===== config.mk =====
export PLATFORM = sky130hd
export DESIGN_NAME = serial_subtractor
export DESIGN_NICKNAME = d
export VERILOG_FILES = /design/src/rtl/serial_sub_pkg.sv /design/src/rtl/full_subtractor_cell.sv /design/src/rtl/serial_subtractor.sv
export SDC_FILE = /design/constraint.sdc
export NUM_CORES = 1
export LEC_CHECK = 0
export BUFFER_PORTS_ARGS = -buffer_cell sky130_fd_sc_hd__buf_2
export CORE_MARGIN = 2
export CORE_UTILIZATION = 40
export CTS_BUF_LIST = sky130_fd_sc_hd__clkbuf_2 sky130_fd_sc_hd__clkbuf_4 sky130_fd_sc_hd__clkbuf_8
export DETAILED_ROUTE_END_ITERATION = 12
export PLACE_DENSITY = 0.67
export RECOVER_POWER = 25
export SYNTH_ARGS = -nofsm -noshare
export SYNTH_HDL_FRONTEND = slang
export SYNTH_SLANG_ARGS = --single-unit
export TNS_END_PERCENT = 50

===== constraint.sdc =====
create_clock -name clk -period 3 [get_ports clk]
set_input_delay 0.6 -clock clk [delete_from_list [all_inputs] [get_ports clk]]
set_output_delay 0.6 -clock clk [all_outputs]
set_load 0.03 [all_outputs]

===== src/rtl/serial_sub_pkg.sv =====
// Shared definitions for the bit-serial subtractor: FSM state encoding and
// legal WIDTH bounds.
package serial_sub_pkg;

  typedef enum logic [1:0] {
    IDLE  = 2'b00,
    SHIFT = 2'b01,
    DONE  = 2'b10
  } state_e;

  localparam int WIDTH_MIN = 2;
  localparam int WIDTH_MAX = 64;

endpackage


===== src/rtl/full_subtractor_cell.sv =====
// Combinational 1-bit full subtractor: d = x - y - bi, bo = borrow out.
module full_subtractor_cell (
  input  logic x,
  input  logic y,
  input  logic bi,
  output logic d,
  output logic bo
);

  assign d  = x ^ y ^ bi;
  assign bo = (~x & y) | (~(x ^ y) & bi);

endmodule


===== src/rtl/serial_subtractor.sv =====
// Bit-serial WIDTH-bit subtractor (diff = a - b - bin), one bit per clock.
// Optional signed-overflow output enabled by SERIAL_SUB_OVF_EN.
module serial_subtractor
  import serial_sub_pkg::*;
#(
  parameter  int WIDTH = 8,
  localparam int CNT_W = $clog2(WIDTH + 1)
) (
  input  logic             clk,
  input  logic             rst_n,
  input  logic             start,
  input  logic [WIDTH-1:0] a,
  input  logic [WIDTH-1:0] b,
  input  logic             bin,
  output logic             busy,
  output logic             done,
  output logic [WIDTH-1:0] diff,
  output logic             bout
`ifdef SERIAL_SUB_OVF_EN
  ,
  output logic             ovf
`endif
);

  if (WIDTH < WIDTH_MIN || WIDTH > WIDTH_MAX) begin : g_width_check
    $error("serial_subtractor: WIDTH out of legal range");
  end

  state_e           state_q;
  logic [WIDTH-1:0] a_q;
  logic [WIDTH-1:0] b_q;
  logic [WIDTH-1:0] diff_q;
  logic [CNT_W-1:0] cnt_q;
  logic             br_q;
  logic             bout_q;
  logic             busy_q;
  logic             done_q;
  logic             diff_bit_d;
  logic             br_d;

  full_subtractor_cell u_cell (
    .x  (a_q[0]),
    .y  (b_q[0]),
    .bi (br_q),
    .d  (diff_bit_d),
    .bo (br_d)
  );

`ifdef SERIAL_SUB_OVF_EN
  logic ovf_q;

  // br_q still holds the borrow into the MSB during the final bit.
  always_ff @(posedge clk or negedge rst_n) begin
    if (!rst_n) begin
      ovf_q <= 1'b0;
    end else if (state_q == SHIFT && cnt_q == CNT_W'(WIDTH - 1)) begin
      ovf_q <= br_q ^ br_d;
    end
  end

  assign ovf = ovf_q;
`endif

  always_ff @(posedge clk or negedge rst_n) begin
    if (!rst_n) begin
      state_q <= IDLE;
      a_q     <= '0;
      b_q     <= '0;
      diff_q  <= '0;
      cnt_q   <= '0;
      br_q    <= 1'b0;
      bout_q  <= 1'b0;
      busy_q  <= 1'b0;
      done_q  <= 1'b0;
    end else begin
      case (state_q)
        IDLE: begin
          if (start) begin
            a_q     <= a;
            b_q     <= b;
            br_q    <= bin;
            cnt_q   <= '0;
            diff_q  <= '0;
            busy_q  <= 1'b1;
            state_q <= SHIFT;
          end
        end
        SHIFT: begin
          a_q    <= a_q >> 1;
          b_q    <= b_q >> 1;
          br_q   <= br_d;
          bout_q <= br_d;
          diff_q <= {diff_bit_d, diff_q[WIDTH-1:1]};
          cnt_q  <= cnt_q + CNT_W'(1);
          if (cnt_q == CNT_W'(WIDTH - 1)) begin
            busy_q  <= 1'b0;
            done_q  <= 1'b1;
            state_q <= DONE;
          end
        end
        DONE: begin
          done_q  <= 1'b0;
          state_q <= IDLE;
        end
        default: begin
          busy_q  <= 1'b0;
          done_q  <= 1'b0;
          state_q <= IDLE;
        end
      endcase
    end
  end

  assign busy = busy_q;
  assign done = done_q;
  assign diff = diff_q;
  assign bout = bout_q;

endmodule


Word-level counts from Yosys, hierarchy flattened
Cells that the tools add are included.
{ "totals": {"register_bits": 34, "inputBits": 20, "out_inout_bits": 11, "word_cells": 48} }
{ "classes": {"n_addsub": 1, "n_eq_ne": 5, "mux": 18, "bitwise_logic": 9, "n_reduce_logical": 6} }
{ "ops": {"columns": ["operator", "count"], "rows": [
  ["case mux 8 bit (2 select lines)", 3],
  ["2-to-1 mux 8 bit", 3],
  ["case mux 4 bit (2 select lines)", 1],
  ["AND reduction 2 bit", 3],
  ["adder 4 x 1 -> 4 bit (second input constant)", 1],
  ["equality test 4 x 3 -> 1 bit (second input constant)", 1],
  ["2-to-1 mux 1 bit", 4],
  ["2-to-1 mux 2 bit", 2],
  ["2-to-1 mux 4 bit", 1],
  ["inequality test 2 bit (second input constant)", 2],
  ["NOT 1 bit", 4],
  ["case mux 1 bit (2 select lines)", 2],
  ["case mux 2 bit (2 select lines)", 1],
  ["case mux 1 bit (3 select lines)", 1],
  ["AND reduction 3 bit", 1],
  ["bitwise AND 1 bit", 2],
  ["equality test 2 x 1 -> 1 bit (second input constant)", 1],
  ["equality test 2 bit (second input constant)", 1],
  ["logical NOT 2 bit", 1],
  ["nonzero test 2 bit", 1],
  ["bitwise XOR 1 bit", 2],
  ["bitwise OR 1 bit", 1]
]} }

Logic depth before layout (Yosys ltp)
{ "logic_depth": {"depth_word": 5, "ltp_mapped": 6, "ltp_nobuf": 4} }

By module
From an unflattened synthesis, not the netlist that was laid out.
{ "hier_totals": {"cells_unflattened": 149, "hier_area_um2": 1617.8} }
{ "by_module_without_submodules": {"columns": ["mod", "instances", "cells_each", "area_each_um2", "seq_area_each_um2"], "rows": [
  ["serial_subtractor", 1, 145, 1586.5, 850.8],
  ["full_subtractor_cell", 1, 4, 31.3, 0.0]
]} }

Worst setup path before layout
No wires, ideal clock.
{ "synth_path": {"path_kind": "input -> register", "from": "input port start", "to": "register br_q", "setup_ps": 121, "arrival_time_ps": 1280, "required_time_ps": 2879, "slack_ps": 1599, "stages": 5, "path_buffers": 2, "path_cell_list": "buf_2 buf_4 nor3b_1 a21oi_1 o22a_1"} }
{ "synth_via": {"elab_chain_len": 2} }
{ "synth_rtl": {"columns": ["element", "line", "rtl"], "rows": [
  ["start: declaration", "serial_subtractor.sv:11", "input logic start,"],
  ["inequality test 2 bit (no line)", null, null],
  ["AND reduction 2 bit (no line)", null, null],
  ["end signal: assignment", "serial_subtractor.sv:81", "br_q <= bin;"],
  ["end signal: assignment", "serial_subtractor.sv:91", "br_q <= br_d;"],
  ["end: declaration", "serial_subtractor.sv:34", "logic br_q;"]
]} }
Every way passes these cells.
A chain may end at the register's enable or synchronous reset.

==> metrics.cfg <==
[floorplan]
pin_count=31
initial_utilization_pct=40.7
die_area_um2=4530
die_y_um=67.3
dieWidth_um=67.3
num_rows=23
core_area_um2=3940

[clock_tree]
clkTransAtPathRegs_ns=0.06
cts_made_buffers=5
cts_tree=yes
clockBufferDepth=2
clkSinkCount=34
cts_hold_buf=0
clock_latency_ns=0.28
cts_resized=0
post-cts-setup-buffers=0
htreeDepth=2
root_buffer=clkbuf_8

[sta]
fmax_ghz=0.539
drv_slew=35
setup_tns_ns=0
worst_pin_slew_ns=1.83
finalSetupViolCount=0
post-route-period-util_pct=61.9
setup_slack_ns=1.14
slew_headroom_pct=-21.9
clock_skew_ns=0.00377
rsz0062_at_grt=false
fin_crit_ns=1.86
hold_viol=0

[pwr]
power.share.switching_pct=39.3
seqPwrFrac_pct=45.0
leakage_nw=0.858
ir_worst_vdd_uv=351
p_sw_mw=0.704
p_per_area_nw_per_um2=981
combPwrFrac_pct=37.7
cellInternalPower_mw=1.09
clockPowerShare_pct=17.3

[global_route]
grt-ovfl-total=0
gr-usage-all-layers_pct=16.4
first_global_vias=1179
antenna_found_initial=0
grt_max_degree=35
grt_pass1_wl_mm=5.55

[finish]
diodes=0
final_common_cell=dfrtp_1
final_nets=200
final_cell_mix=34 x dfrtp_1, 29 x buf_2, 19 x a21oi_1, 16 x o21ai_1, 13 x a22oi_1
areaGrowthSynthToFinish_pct=13.8
drive_above_1_share_pct=22.5

[status]
run_status=finished, violations left
violations=capacitance limit, slew limit

[critical_path]
cp_slowest_cell=clkbuf_1
critPathMaxFanout=34
path_buf_inv=1
cp_top_family=buffers and inverters
crit_required_ns=3.05
max_stage_delay_ns=1.29
critPathKind=in2async
cp-start-kind=input pin
end_kind=async pin
worstPathCellList=clkbuf_1
startpoint=rst_n
rrSetupSlack_ns=1.15
reg2reg_from=state_q[0]
worstPathArrival_ns=1.90

[synth]
ys_seq_area_share_pct=53.0
syn_avg_cell_area_um2=10.6
async_flop_share_pct=100
synth_fp_nets=173
ys.flop_type=dfrtp_1
synthDistinctLibCells=29
ys_ff_latch=34
synth.top_cell.area_share_pct=53.0
syn_inst=151
syn-cell-area_um2=1600
synth_top_area_cell=dfrtp_1
yosysWarnings=0
synth.area.top_cells=dfrtp_1 53%, a22oi_1 6.1%, a21oi_1 5.9%
synth_edf_count=0

[drt]
wl_per_cell_um=14.5
ant_nets=0
drt_iter0_drc=50
viasPerCell=5.42
drcViolationCount=0
first_pass_iters=4
routed_wl_mm=3.31
vias=1235

[worst_hold_path]
hold_class=reg2reg
min_from=bout

[run]
drv_cap=1

[place]
globalplace.congestion=0.755
dp_hpwl_mm=2.18
post-place-ws_ns=1.16
port_buffers=30

flip-flops by register name, summed over array words and instances (netlist names):
signal	count
state_q	2
bout	1
diff	8
a_q	8
b_q	8
br_q	1
busy	1
cnt_q	4
done	1
final timing paths:
check	endpoint	depth (start not counted)
max	b_q[4]	1
max reg2reg	cnt_q[2]	2
min	bout	2
max in group clk	cnt_q[2]	2
min in group asynchronous	bout	1
min reg2reg	bout	2
power by group through the flow:
stage	sequential, mW	combinational (mW)	clock, mW
floorplan	0.879	0.452	0
global placement	0.802	0.659	0
detailed placement	0.813	0.684	0
CTS	0.806	0.684	0.324
global route	0.835	0.753	0.346
finish	0.805	0.675	0.310
synth_stat cells, types with 2 or more instances:
library cell / count
and3b_1: 2
a22o_1: 10
o21ai_1: 16
buf_4: 2
dfrtp_1: 34
inv_1: 3
buf_2: 4
clkbuf_1: 3
buf_6: 4
a22oi_1: 13
nor2_1: 5
a21oi_1: 19
and2b_1: 7
nor2b_1: 10
nand2_1: 5
metrics by stage:
stage / total power, mW / std cells / hold slack (ns) / utilization [%] / cell area, µm²
detailed placement: 1.50 / 221 / 0.470 / 44.3 / 1750
finish: 1.79 / 228 / 0.474 / 46.3 / 1830
global placement: 1.46 / 221 / 0.462 / 44.3 / 1750
CTS: 1.81 / 228 / 0.405 / 46.3 / 1830
floorplan: 1.33 / 151 / 0.304 / - / 1600
global route: 1.93 / 228 / 0.523 / 46.3 / 1830
worst reg2reg max path, stage by stage (launching register included):
cell      delay (ns)
dfrtp_1         0.92
o21bai_1        0.48
a22o_1          0.34
area by class of cell:
class,instances,area (µm²)
tap,50,62.6
clock inverter,2,10.0
inverter,3,11.3
multi-input combinational,101,651
fill,372,2120
clock buffer,5,68.8
sequential,34,851
timing repair buffer,33,171
metal layers:
| layer | up-vias | global-route usage [%] | share of wire (%) |
|---|---|---|---|
| met5 | - | 0 | 0 |
| met4 | 0 | 4.59 | 1.2 |
| met3 | 5 | 5.33 | 6.3 |
| met2 | 42 | 25.5 | 48 |
| met1 | 592 | 21.9 | 44 |
| li1 | 596 | - | - |
cells by family (layout without fill, tap and decap cells):
kind of cell,after synthesis,after routing,share of synthesized area (%)
DFF,34,34,53.0
adders and majority gates,2,2,2.03
buffers and inverters,16,43,6.40
muxes,1,1,0.702
and+or+nand+nor,33,33,12.2
AOI/OAI and AO/OA,65,65,25.7
Power figures use the tool's default switching activity.
